[config.mk]
export PLATFORM = sky130hd
export DESIGN_NAME = led_breath_seq
export DESIGN_NICKNAME = d
export VERILOG_FILES = /design/src/rtl/led_breath_pkg.sv /design/src/rtl/led_pwm_gen.sv /design/src/rtl/led_breath_seq.sv
export SDC_FILE = /design/constraint.sdc
export NUM_CORES = 1
export LEC_CHECK = 0
export CORE_MARGIN = 1
export CORE_UTILIZATION = 35
export CTS_CLUSTER_DIAMETER = 30
export DETAILED_ROUTE_END_ITERATION = 10
export PLACE_DENSITY = 0.61
export RECOVER_POWER = 50
export SYNTH_ARGS = -nofsm -noshare
export SYNTH_HDL_FRONTEND = slang
export SYNTH_SLANG_ARGS = --single-unit
[constraint.sdc]
create_clock -name clk -period 4.1 [get_ports clk]
set_input_delay 0.615 -clock clk [delete_from_list [all_inputs] [get_ports clk]]
set_output_delay 0.615 -clock clk [all_outputs]
set_load 0.005 [all_outputs]
[src/rtl/led_breath_pkg.sv]
// led_breath_pkg: shared types and width helpers for the LED breathing sequencer.
package led_breath_pkg;

  // Sequencer phases for one LED channel.
  typedef enum logic [2:0] {
    ST_IDLE      = 3'd0,
    ST_RAMP_UP   = 3'd1,
    ST_HOLD_ON   = 3'd2,
    ST_RAMP_DOWN = 3'd3,
    ST_HOLD_OFF  = 3'd4
  } state_t;

  // Bits needed to hold a duty value in 0..pwm_max inclusive.
  function automatic int duty_width(input int pwm_max);
    return $clog2(pwm_max + 1);
  endfunction

  // Bits needed to index 0..n-1, never less than one bit.
  function automatic int idx_width(input int n);
    return (n <= 2) ? 1 : $clog2(n);
  endfunction

endpackage

[src/rtl/led_pwm_gen.sv]
// led_pwm_gen: free-running PWM period counter with a registered compare output.
// The counter runs only while enabled; clr restarts the period from zero and
// forces the output low on the same edge.
module led_pwm_gen
  import led_breath_pkg::*;
#(
  parameter int PWM_MAX = 200,
  parameter int DW      = duty_width(PWM_MAX)
) (
  input  logic          clk,
  input  logic          rst,
  input  logic          en,
  input  logic          clr,
  input  logic [DW-1:0] cmp,
  output logic          period_end,
  output logic          pwm_out
);

  localparam logic [DW-1:0] CNT_LAST = DW'(PWM_MAX - 1);
  localparam logic [DW-1:0] CNT_ONE  = DW'(1);

  logic [DW-1:0] pwm_cnt;

  assign period_end = en && (pwm_cnt == CNT_LAST);

  // Period counter and compare register; idle or cleared means counter at zero, output low.
  always_ff @(posedge clk) begin
    if (rst || clr || !en) begin
      pwm_cnt <= '0;
      pwm_out <= 1'b0;
    end else begin
      pwm_out <= (pwm_cnt < cmp);
      pwm_cnt <= period_end ? '0 : pwm_cnt + CNT_ONE;
    end
  end

endmodule

[src/rtl/led_breath_seq.sv]
// led_breath_seq: breathing sequencer for the LED PWM datapath.
// Each channel in turn ramps up, holds on, ramps down and holds off, then the
// sequencer moves to the next channel. A single pass ends with a done pulse;
// a looped run keeps cycling until stop.
// Build option: define LED_BREATH_GAMMA_EN to square the duty
// (duty*duty/PWM_MAX, truncating) before the PWM compare; otherwise the
// compare value is the duty itself. State timing is the same in both builds.
//
// state        | meaning
// ST_IDLE      | outputs quiet, waiting for start
// ST_RAMP_UP   | duty climbs one step per tick up to PWM_MAX
// ST_HOLD_ON   | full brightness for HOLD_TICKS ticks
// ST_RAMP_DOWN | duty falls one step per tick down to 0
// ST_HOLD_OFF  | dark for HOLD_TICKS ticks, then next channel or finish
module led_breath_seq
  import led_breath_pkg::*;
#(
  parameter int PWM_MAX    = 200,
  parameter int STEP_DIV   = 1,
  parameter int HOLD_TICKS = 50,
  parameter int N_LED      = 4
) (
  input  logic                         clk,
  input  logic                         rst,
  input  logic                         start,
  input  logic                         stop,
  input  logic                         loop,
  output logic [N_LED-1:0]             led,
  output logic [idx_width(N_LED)-1:0]  cur_ch,
  output logic                         busy,
  output logic                         done
);

  localparam int DW = duty_width(PWM_MAX);
  localparam int CW = idx_width(N_LED);
  localparam int SW = idx_width(STEP_DIV);
  localparam int HW = idx_width(HOLD_TICKS);

  localparam logic [DW-1:0] DUTY_ONE  = DW'(1);
  localparam logic [DW-1:0] DUTY_PEN  = DW'(PWM_MAX - 1);
  localparam logic [SW-1:0] DIV_LAST  = SW'(STEP_DIV - 1);
  localparam logic [SW-1:0] DIV_ONE   = SW'(1);
  localparam logic [HW-1:0] HOLD_LAST = HW'(HOLD_TICKS - 1);
  localparam logic [HW-1:0] HOLD_ONE  = HW'(1);
  localparam logic [CW-1:0] CH_LAST   = CW'(N_LED - 1);
  localparam logic [CW-1:0] CH_ONE    = CW'(1);

  state_t        state;
  logic [DW-1:0] duty;
  logic [DW-1:0] cmp;
  logic [SW-1:0] div_cnt;
  logic [HW-1:0] hold_cnt;
  logic          loop_q;
  logic          period_end;
  logic          pwm_out;
  logic          active;
  logic          start_acc;
  logic          stop_acc;
  logic          tick;

  assign active    = (state != ST_IDLE);
  assign start_acc = (state == ST_IDLE) && start && !stop;
  assign stop_acc  = active && stop;
  assign tick      = period_end && (div_cnt == DIV_LAST);

`ifdef LED_BREATH_GAMMA_EN
  localparam logic [2*DW-1:0] PWM_MAX_W = (2*DW)'(PWM_MAX);
  logic [2*DW-1:0] duty_sq;
  logic [2*DW-1:0] duty_gamma;
  assign duty_sq    = duty * duty;
  assign duty_gamma = duty_sq / PWM_MAX_W;
  assign cmp        = duty_gamma[DW-1:0];
`else
  assign cmp = duty;
`endif

  led_pwm_gen #(
    .PWM_MAX (PWM_MAX),
    .DW      (DW)
  ) u_pwm (
    .clk        (clk),
    .rst        (rst),
    .en         (active),
    .clr        (start_acc || stop_acc),
    .cmp        (cmp),
    .period_end (period_end),
    .pwm_out    (pwm_out)
  );

  // Route the single registered PWM bit onto the active channel.
  always_comb begin
    led = '0;
    if (pwm_out) led[cur_ch] = 1'b1;
  end

  // Step divider: counts PWM periods so a duty step happens every STEP_DIV periods.
  always_ff @(posedge clk) begin
    if (rst || start_acc || stop_acc || !active) begin
      div_cnt <= '0;
    end else if (period_end) begin
      div_cnt <= (div_cnt == DIV_LAST) ? '0 : div_cnt + DIV_ONE;
    end
  end

  // Main sequencer: phase transitions, duty ramp, hold timing and channel stepping.
  always_ff @(posedge clk) begin
    if (rst) begin
      state    <= ST_IDLE;
      duty     <= '0;
      hold_cnt <= '0;
      cur_ch   <= '0;
      loop_q   <= 1'b0;
      busy     <= 1'b0;
      done     <= 1'b0;
    end else begin
      done <= 1'b0;
      if (stop_acc) begin
        state    <= ST_IDLE;
        duty     <= '0;
        hold_cnt <= '0;
        cur_ch   <= '0;
        loop_q   <= 1'b0;
        busy     <= 1'b0;
      end else begin
        case (state)
          ST_IDLE: begin
            if (start_acc) begin
              state    <= ST_RAMP_UP;
              duty     <= '0;
              hold_cnt <= '0;
              cur_ch   <= '0;
              loop_q   <= loop;
              busy     <= 1'b1;
            end
          end

          ST_RAMP_UP: begin
            if (tick) begin
              duty <= duty + DUTY_ONE;
              if (duty == DUTY_PEN) begin
                state    <= ST_HOLD_ON;
                hold_cnt <= '0;
              end
            end
          end

          ST_HOLD_ON: begin
            if (tick) begin
              if (hold_cnt == HOLD_LAST) begin
                state    <= ST_RAMP_DOWN;
                hold_cnt <= '0;
              end else begin
                hold_cnt <= hold_cnt + HOLD_ONE;
              end
            end
          end

          ST_RAMP_DOWN: begin
            if (tick) begin
              duty <= duty - DUTY_ONE;
              if (duty == DUTY_ONE) begin
                state    <= ST_HOLD_OFF;
                hold_cnt <= '0;
              end
            end
          end

          ST_HOLD_OFF: begin
            if (tick) begin
              if (hold_cnt == HOLD_LAST) begin
                hold_cnt <= '0;
                if ((cur_ch == CH_LAST) && !loop_q) begin
                  // Last channel of a single pass: finish and park on channel 0.
                  state  <= ST_IDLE;
                  cur_ch <= '0;
                  busy   <= 1'b0;
                  done   <= 1'b1;
                end else begin
                  state  <= ST_RAMP_UP;
                  cur_ch <= (cur_ch == CH_LAST) ? '0 : cur_ch + CH_ONE;
                end
              end else begin
                hold_cnt <= hold_cnt + HOLD_ONE;
              end
            end
          end

          default: begin
            state <= ST_IDLE;
            busy  <= 1'b0;
          end
        endcase
      end
    end
  end

endmodule

* Yosys cells after proc, flatten, opt, wreduce, memory -nomap -nowiden
Index checks and enable logic that the tools add are counted.
Word-level totals: bits in registers 32, latch bits 0, memory bits (writable) 0, memory bits (read-only) 0, input port bits 5, output and inout port bits 8, logic and storage cells 115, memories 0
Operators by class: add/sub/neg operators 6, $mul 0, divide/modulo/power cells 0, $lt $le $gt $ge 3, equal/unequal tests 20, shifts and indexed selects 0, mux-type cells 39, bitwise gates (word level) 5, reduce and logical (&&, ||, !) cells 32
Operators by type and width (number):
- 6-bit 2-to-1 mux | 7
- 3-bit 2-to-1 mux | 9
- 8-bit 2-to-1 mux | 3
- 6-bit one-hot mux with 4 select lines | 1
- 8-bit one-hot mux with 3 select lines | 1
- 2-bit inequality test, second input constant | 10
- 8-bit by 1-bit adder with 8-bit output, second input constant | 2
- 8-bit equality test, second input constant | 2
- 3-bit one-hot mux with 5 select lines | 1
- 2-bit 2-to-1 mux | 5
- 9-bit AND reduction | 1
- 8-bit by 1-bit equality test with 1-bit output, second input constant | 1
- 8-bit less-than comparator | 1
- 1-bit 2-to-1 mux | 8
- 4-bit AND reduction | 2
- 8-bit by 1-bit subtractor with 8-bit output, second input constant | 1
- 1-bit logical AND | 7
- 7-bit AND reduction | 1
- 6-bit by 1-bit adder with 6-bit output, second input constant | 1
- 3-bit by 2-bit equality test with 1-bit output, second input constant | 2
- 6-bit equality test, second input constant | 1
- 1-bit logical OR | 6
- 3-bit nonzero test | 2
- 2-bit OR reduction | 3
- 21 further kinds | 27

* Depth between registers and ports, before layout
depth after elaboration 7, depth in mapped cells 7, depth with buffers taken out 7

* Modules after synthesis
From an unflattened synthesis, not the netlist that was laid out.
Unflattened totals: cell total of the unflattened synthesis 270, area, all modules 2155.8 um^2
Modules (own cells, without submodules):
- led_breath_seq | instances 1, cells an instance 207, area each 1586.5 um^2, seq. area each 440.4 um^2
- led_pwm_gen | instances 1, cells an instance 63, area each 569.3 um^2, seq. area each 180.2 um^2

* Worst setup path before layout
Ideal clock, no wire load.
path kind register -> register, start point reg u_pwm.pwm_cnt[0], end point reg cur_ch[0], library setup time 71 ps, data arrival time 1624 ps, slack 2406 ps, stages on the path, launching flop included 7, cell sequence dfxtp_1 -> ha_1 -> and3b_1 -> nand4_2 -> or2_1 -> or3_1 -> a21oi_1
Between the ends: cells in the longest elaborated chain, start to end 5
RTL lines:
- from (decl) | line led_pwm_gen.sv:22 | logic [DW-1:0] pwm_cnt;
- from (signal assigned) | line led_pwm_gen.sv:33 | pwm_cnt <= period_end ? '0 : pwm_cnt + CNT_ONE;
- 8-bit equality test | line led_pwm_gen.sv:24 | assign period_end = en && (pwm_cnt == CNT_LAST);
- 1-bit logical AND | line led_pwm_gen.sv:24
- 1-bit logical AND | line led_breath_seq.sv:64 | assign tick = period_end && (div_cnt == DIV_LAST);
- 2-bit inequality test (no line)
- 4-bit AND reduction (no line)
- to (signal assigned) | line led_breath_seq.sv:180 | cur_ch <= (cur_ch == CH_LAST) ? '0 : cur_ch + CH_ONE;
- to (decl) | line led_breath_seq.sv:29 | output logic [idx_width(N_LED)-1:0] cur_ch,
No other way between the ends. A chain may end at the register's enable or synchronous reset.

* Worst setup path after layout
start point reg state[1], end point reg duty[5], in the netlist cmp[5]
Between the ends: cells in the longest elaborated chain, start to end 5, elaborated cells on any way between the ends 16
RTL lines:
- from (decl) | line led_breath_seq.sv:48 | state_t state;
- from (signal assigned) | line led_breath_seq.sv:108 | state <= ST_IDLE;
- from (signal assigned) | line led_breath_seq.sv:118 | state <= ST_IDLE;
- from (signal assigned) | line led_breath_seq.sv:128 | state <= ST_RAMP_UP;
- 3-bit nonzero test or 3-bit logical NOT (tied branches) | line led_breath_seq.sv:61, led_breath_seq.sv:62, led_breath_seq.sv:125
- 1-bit logical AND (on tied branches) | line led_pwm_gen.sv:24, led_breath_seq.sv:62
- 1-bit logical AND (on tied branches) | line led_breath_seq.sv:64, led_breath_seq.sv:62
- 2-bit inequality test (no line)
- 4-bit AND reduction (no line)
- to (signal assigned) | line led_breath_seq.sv:139 | duty <= duty + DUTY_ONE;
- to (signal assigned) | line led_breath_seq.sv:160 | duty <= duty - DUTY_ONE;
- to (decl) | line led_breath_seq.sv:49 | logic [DW-1:0] duty;
Several ways; a longest one is shown, not always the timed one.

==> insert_results.sql <==
INSERT INTO impl_metrics (metric_group, metric, value, unit) VALUES
('timing', 'count_of_endpoints_failing_hold_in_the_final_timing_report', '0', ''),
('detailed_routing', 'top_layer_used', 'met4', ''),
('outcome', 'outcome', 'finished, final reports clean', ''),
('worst_setup_path', 'critical-path-top-delay-family', 'compound AO/OA/AOI/OAI gates', ''),
('synthesis', 'synth-warning-count', '0', ''),
('synthesis', 'synth_top_area_share', '29.65', '%'),
('grt', 'initial_antenna_violation_count', '0', ''),
('synthesis', 'synth-seq-area-share', '29.65', '%'),
('cts', 'tritoncts_clock_tree', 'built', ''),
('cts', 'cts_buffer_depth', '2', ''),
('floorplanning', 'initial_core_utilization', '37.10', '%'),
('power_and_ir_drop', 'cellPowerDensity', '282.5', 'nW/µm²'),
('cts', 'cts.sinks', '31', ''),
('power_and_ir_drop', 'switching_share', '28.04', '%'),
('detailed_routing', 'routed_via_density', '5.646', ''),
('cts', 'clk_transition_reported_paths', '0.07', 'ns'),
('detailed_routing', 'first_pass_iteration_count_of_the_detailed_router', '4', ''),
('power_and_ir_drop', 'net-switching-power', '184.6', 'µW'),
('synthesis', 'flop_and_latch_count_out_of_synthesis', '31', ''),
('timing', 'fin_tns_setup', '0', 'ns'),
('min_path', 'hold_class', 'flip-flop to flip-flop', ''),
('detailed_routing', 'drt_iter0_markers', '114', ''),
('floorplanning', 'floorplan.io_pins', '13', ''),
('timing', 'worst_slew_pin_slew', '0.8288', 'ns'),
('worst_setup_path', 'cpPeakStageDelay', '0.86', 'ns'),
('timing', 'rsz0062_at_grt', 'false', ''),
('synthesis', 'synthArstFlopShare', '0', '%'),
('synthesis', 'synthTopCellsByCount', 'sky130_fd_sc_hd__dfxtp_1 (31), sky130_fd_sc_hd__nor2_1 (23), sky130_fd_sc_hd__a21oi_1 (17), sky130_fd_sc_hd__ha_1 (17), sky130_fd_sc_hd__nand2_1 (17)', ''),
('grt', 'leftover_overflow_at_the_end_of_global_routing', '0', ''),
('floorplanning', 'core.rowCount', '27', ''),
('layout', 'fin_nets', '289', ''),
('grt', 'grt_start_max_net_pins', '23', ''),
('worst_setup_path', 'crit_path_top_delay_cell', 'sky130_fd_sc_hd__dfxtp_1', ''),
('timing', 'clock_period_minus_final_worst_setup_slack', '2.301', 'ns'),
('floorplanning', 'fp.coreArea', '5642', 'µm²'),
('cts', 'post_cts_resize_count', '0', ''),
('detailed_routing', 'drt.antenna.violating_nets', '0', ''),
('floorplanning', 'die-width', '79.34', 'µm'),
('power_and_ir_drop', 'power.sequential.fraction', '48.9', '%'),
('synthesis', 'yosys.cell_count.top_type', 'sky130_fd_sc_hd__dfxtp_1', ''),
('detailed_routing', 'drt-met1-wl', '2.539', 'mm'),
('place', 'finalWeightedCongestion', '0.8769', ''),
('detailed_routing', 'met2RoutedLength', '2.169', 'mm'),
('place', 'port_buffers', '12', ''),
('cts', 'clock_insertion_delay_worst_skew', '0.28', 'ns'),
('worst_setup_path', 'critical_path.n_buffers_inverters', '0', ''),
('floorplanning', 'die_area', '6294', 'µm²'),
('job', 'max_cap_violations', '0', ''),
('place', 'hpwlAfterDp', '3.521', 'mm'),
('worst_setup_path', 'cp_cell_sequence', 'nor3_1 > nand2_1 > a21boi_1 > o21ai_0 > a21oi_1', ''),
('synthesis', 'synth_area_per_cell', '8.082', 'µm²'),
('power_and_ir_drop', 'combinationalPowerShare', '13.8', '%'),
('synthesis', 'postSynth.topFlopCell', 'sky130_fd_sc_hd__dfxtp_1', ''),
('grt', 'global_route_wire_length_before_repair', '8.335', 'mm'),
('timing', 'final-max-slew-violation-count', '0', ''),
('detailed_routing', 'wl_met3', '164', 'µm'),
('cts', 'clockRootBuffer', 'sky130_fd_sc_hd__clkbuf_8', ''),
('synthesis', 'post_synth_edffs', '0', ''),
('power_and_ir_drop', 'report.power.total', '658.5', 'µW'),
('worst_setup_path', 'worst_setup_path_start_kind', 'flip-flop', ''),
('layout', 'flow.area_growth_from_synthesis', '11.36', '%'),
('grt', 'grtUsageTotal', '16.54', '%'),
('floorplanning', 'die-height', '79.34', 'µm'),
('detailed_routing', 'wire_per_inst', '14.51', 'µm'),
('grt', 'grt_pass1_vias', '1735', ''),
('power_and_ir_drop', 'p_int', '473.9', 'µW'),
('detailed_routing', 'wirelength', '4.919', 'mm'),
('layout', 'drive_above_1_share', '5.618', '%'),
('synthesis', 'synth_area', '2093', 'µm²'),
('worst_setup_path', 'timing.setup.critical_path_class', 'flip-flop to flip-flop', ''),
('power_and_ir_drop', 'leakage', '0.8275', 'nW');
==> registers in the layout, summed over array words and instances (netlist names) <==
signal	cells
done	1
loop_q	1
u_pwm.pwm_out	1
cur_ch	2
u_pwm.pwm_cnt	8
busy	1
cmp	8
state	3
hold_cnt	6
==> worst reg2reg max path, delay by kind of cell, from the launching register on <==
family	cells	cell delay, ns
AO/OA/AOI/OAI	3	0.88
AND/OR/NAND/NOR	2	0.48
flip-flops	1	0.86
==> cells in the final DEF (no fill, tap or decap), types with 3 or more instances in the layout <==
cell type and instances:
sky130_fd_sc_hd__dfxtp_1 31, sky130_fd_sc_hd__nor2_1 23, sky130_fd_sc_hd__a21oi_1 17, sky130_fd_sc_hd__nand2_1 17, sky130_fd_sc_hd__ha_1 17, sky130_fd_sc_hd__inv_1 15, sky130_fd_sc_hd__nand3_1 12, sky130_fd_sc_hd__nor3_1 11
sky130_fd_sc_hd__o21ai_0 8, sky130_fd_sc_hd__or3_1 7, sky130_fd_sc_hd__and2_1 6, sky130_fd_sc_hd__nand2b_1 6, sky130_fd_sc_hd__a211oi_1 6, sky130_fd_sc_hd__clkbuf_8 6, sky130_fd_sc_hd__clkdlybuf4s50_1 6, sky130_fd_sc_hd__dlygate4sd3_1 6
sky130_fd_sc_hd__o22ai_1 5, sky130_fd_sc_hd__a311oi_1 5, sky130_fd_sc_hd__xor2_1 5, sky130_fd_sc_hd__nor2b_1 3, sky130_fd_sc_hd__mux2i_1 3, sky130_fd_sc_hd__o31ai_1 3, sky130_fd_sc_hd__and3_1 3
==> cells by family (layout without fill, tap and decap cells) <==
group                      count (synthesis)  after routing  synth area share (%)
and+or+nand+nor                          107            107                 27.98
AOI/OAI and AO/OA                         68             68                 22.53
buffers and inverters                     26             34                 5.320
adders and majority gates                 17             17                 10.16
DFF                                       31             31                 29.65
xor gates and xnor gates                   7              7                 2.929
muxes                                      3              3                 1.435
==> area by class of cell <==
type                       count  share of cell area, %
inverter                      15                  2.415
timing repair buffer          12                  5.153
clock inverter                 1                 0.2147
sequential                    31                  26.62
tap                           72                  3.865
clock buffer                   6                  3.543
multi-input combinational    202                  58.19
==> power groups by stage <==
stage               Sequential [mW]  Clock (mW)  Combinational [mW]
detailed placement            0.329           0              0.0913
global placement              0.328           0              0.0915
floorplan                     0.318           0              0.0763
global route                  0.324       0.265               0.101
finish                        0.322       0.246              0.0910
CTS                           0.322       0.250              0.0915
==> metal layers <==
metal	GRT usage, %	vias up
met2	26.21	39
met3	3.103	5
met4	3.818	0
met1	23.00	898
met5	0	-
li1	-	972
==> worst paths after layout <==
kind | slack, ns | from | cells past startpoint | end
min reg2reg | 0.49 | hold_cnt[5]$_SDFFE_PP0P_ | 1 | hold_cnt[5]$_SDFFE_PP0P_
min | 0.49 | hold_cnt[5]$_SDFFE_PP0P_ | 1 | hold_cnt[5]$_SDFFE_PP0P_
max reg2reg | 1.80 | state[1]$_SDFFE_PP0P_ | 5 | cmp[5]$_SDFFE_PP0P_
max | 1.80 | state[1]$_SDFFE_PP0P_ | 5 | cmp[5]$_SDFFE_PP0P_
==> per-stage QoR <==
stage,cell area [µm²],setup WS (ns),std cells,hold WS [ns]
6_report,2331,1.799,339,0.4914
3_5_place_dp,2248,1.678,332,0.4780
3_3_place_gp,2248,1.754,332,0.4738
5_1_grt,2331,1.591,339,0.5272
2_1_floorplan,2093,2.406,259,0.4408
4_1_cts,2336,1.917,339,0.4885
(Power assumes the default switching activity.)
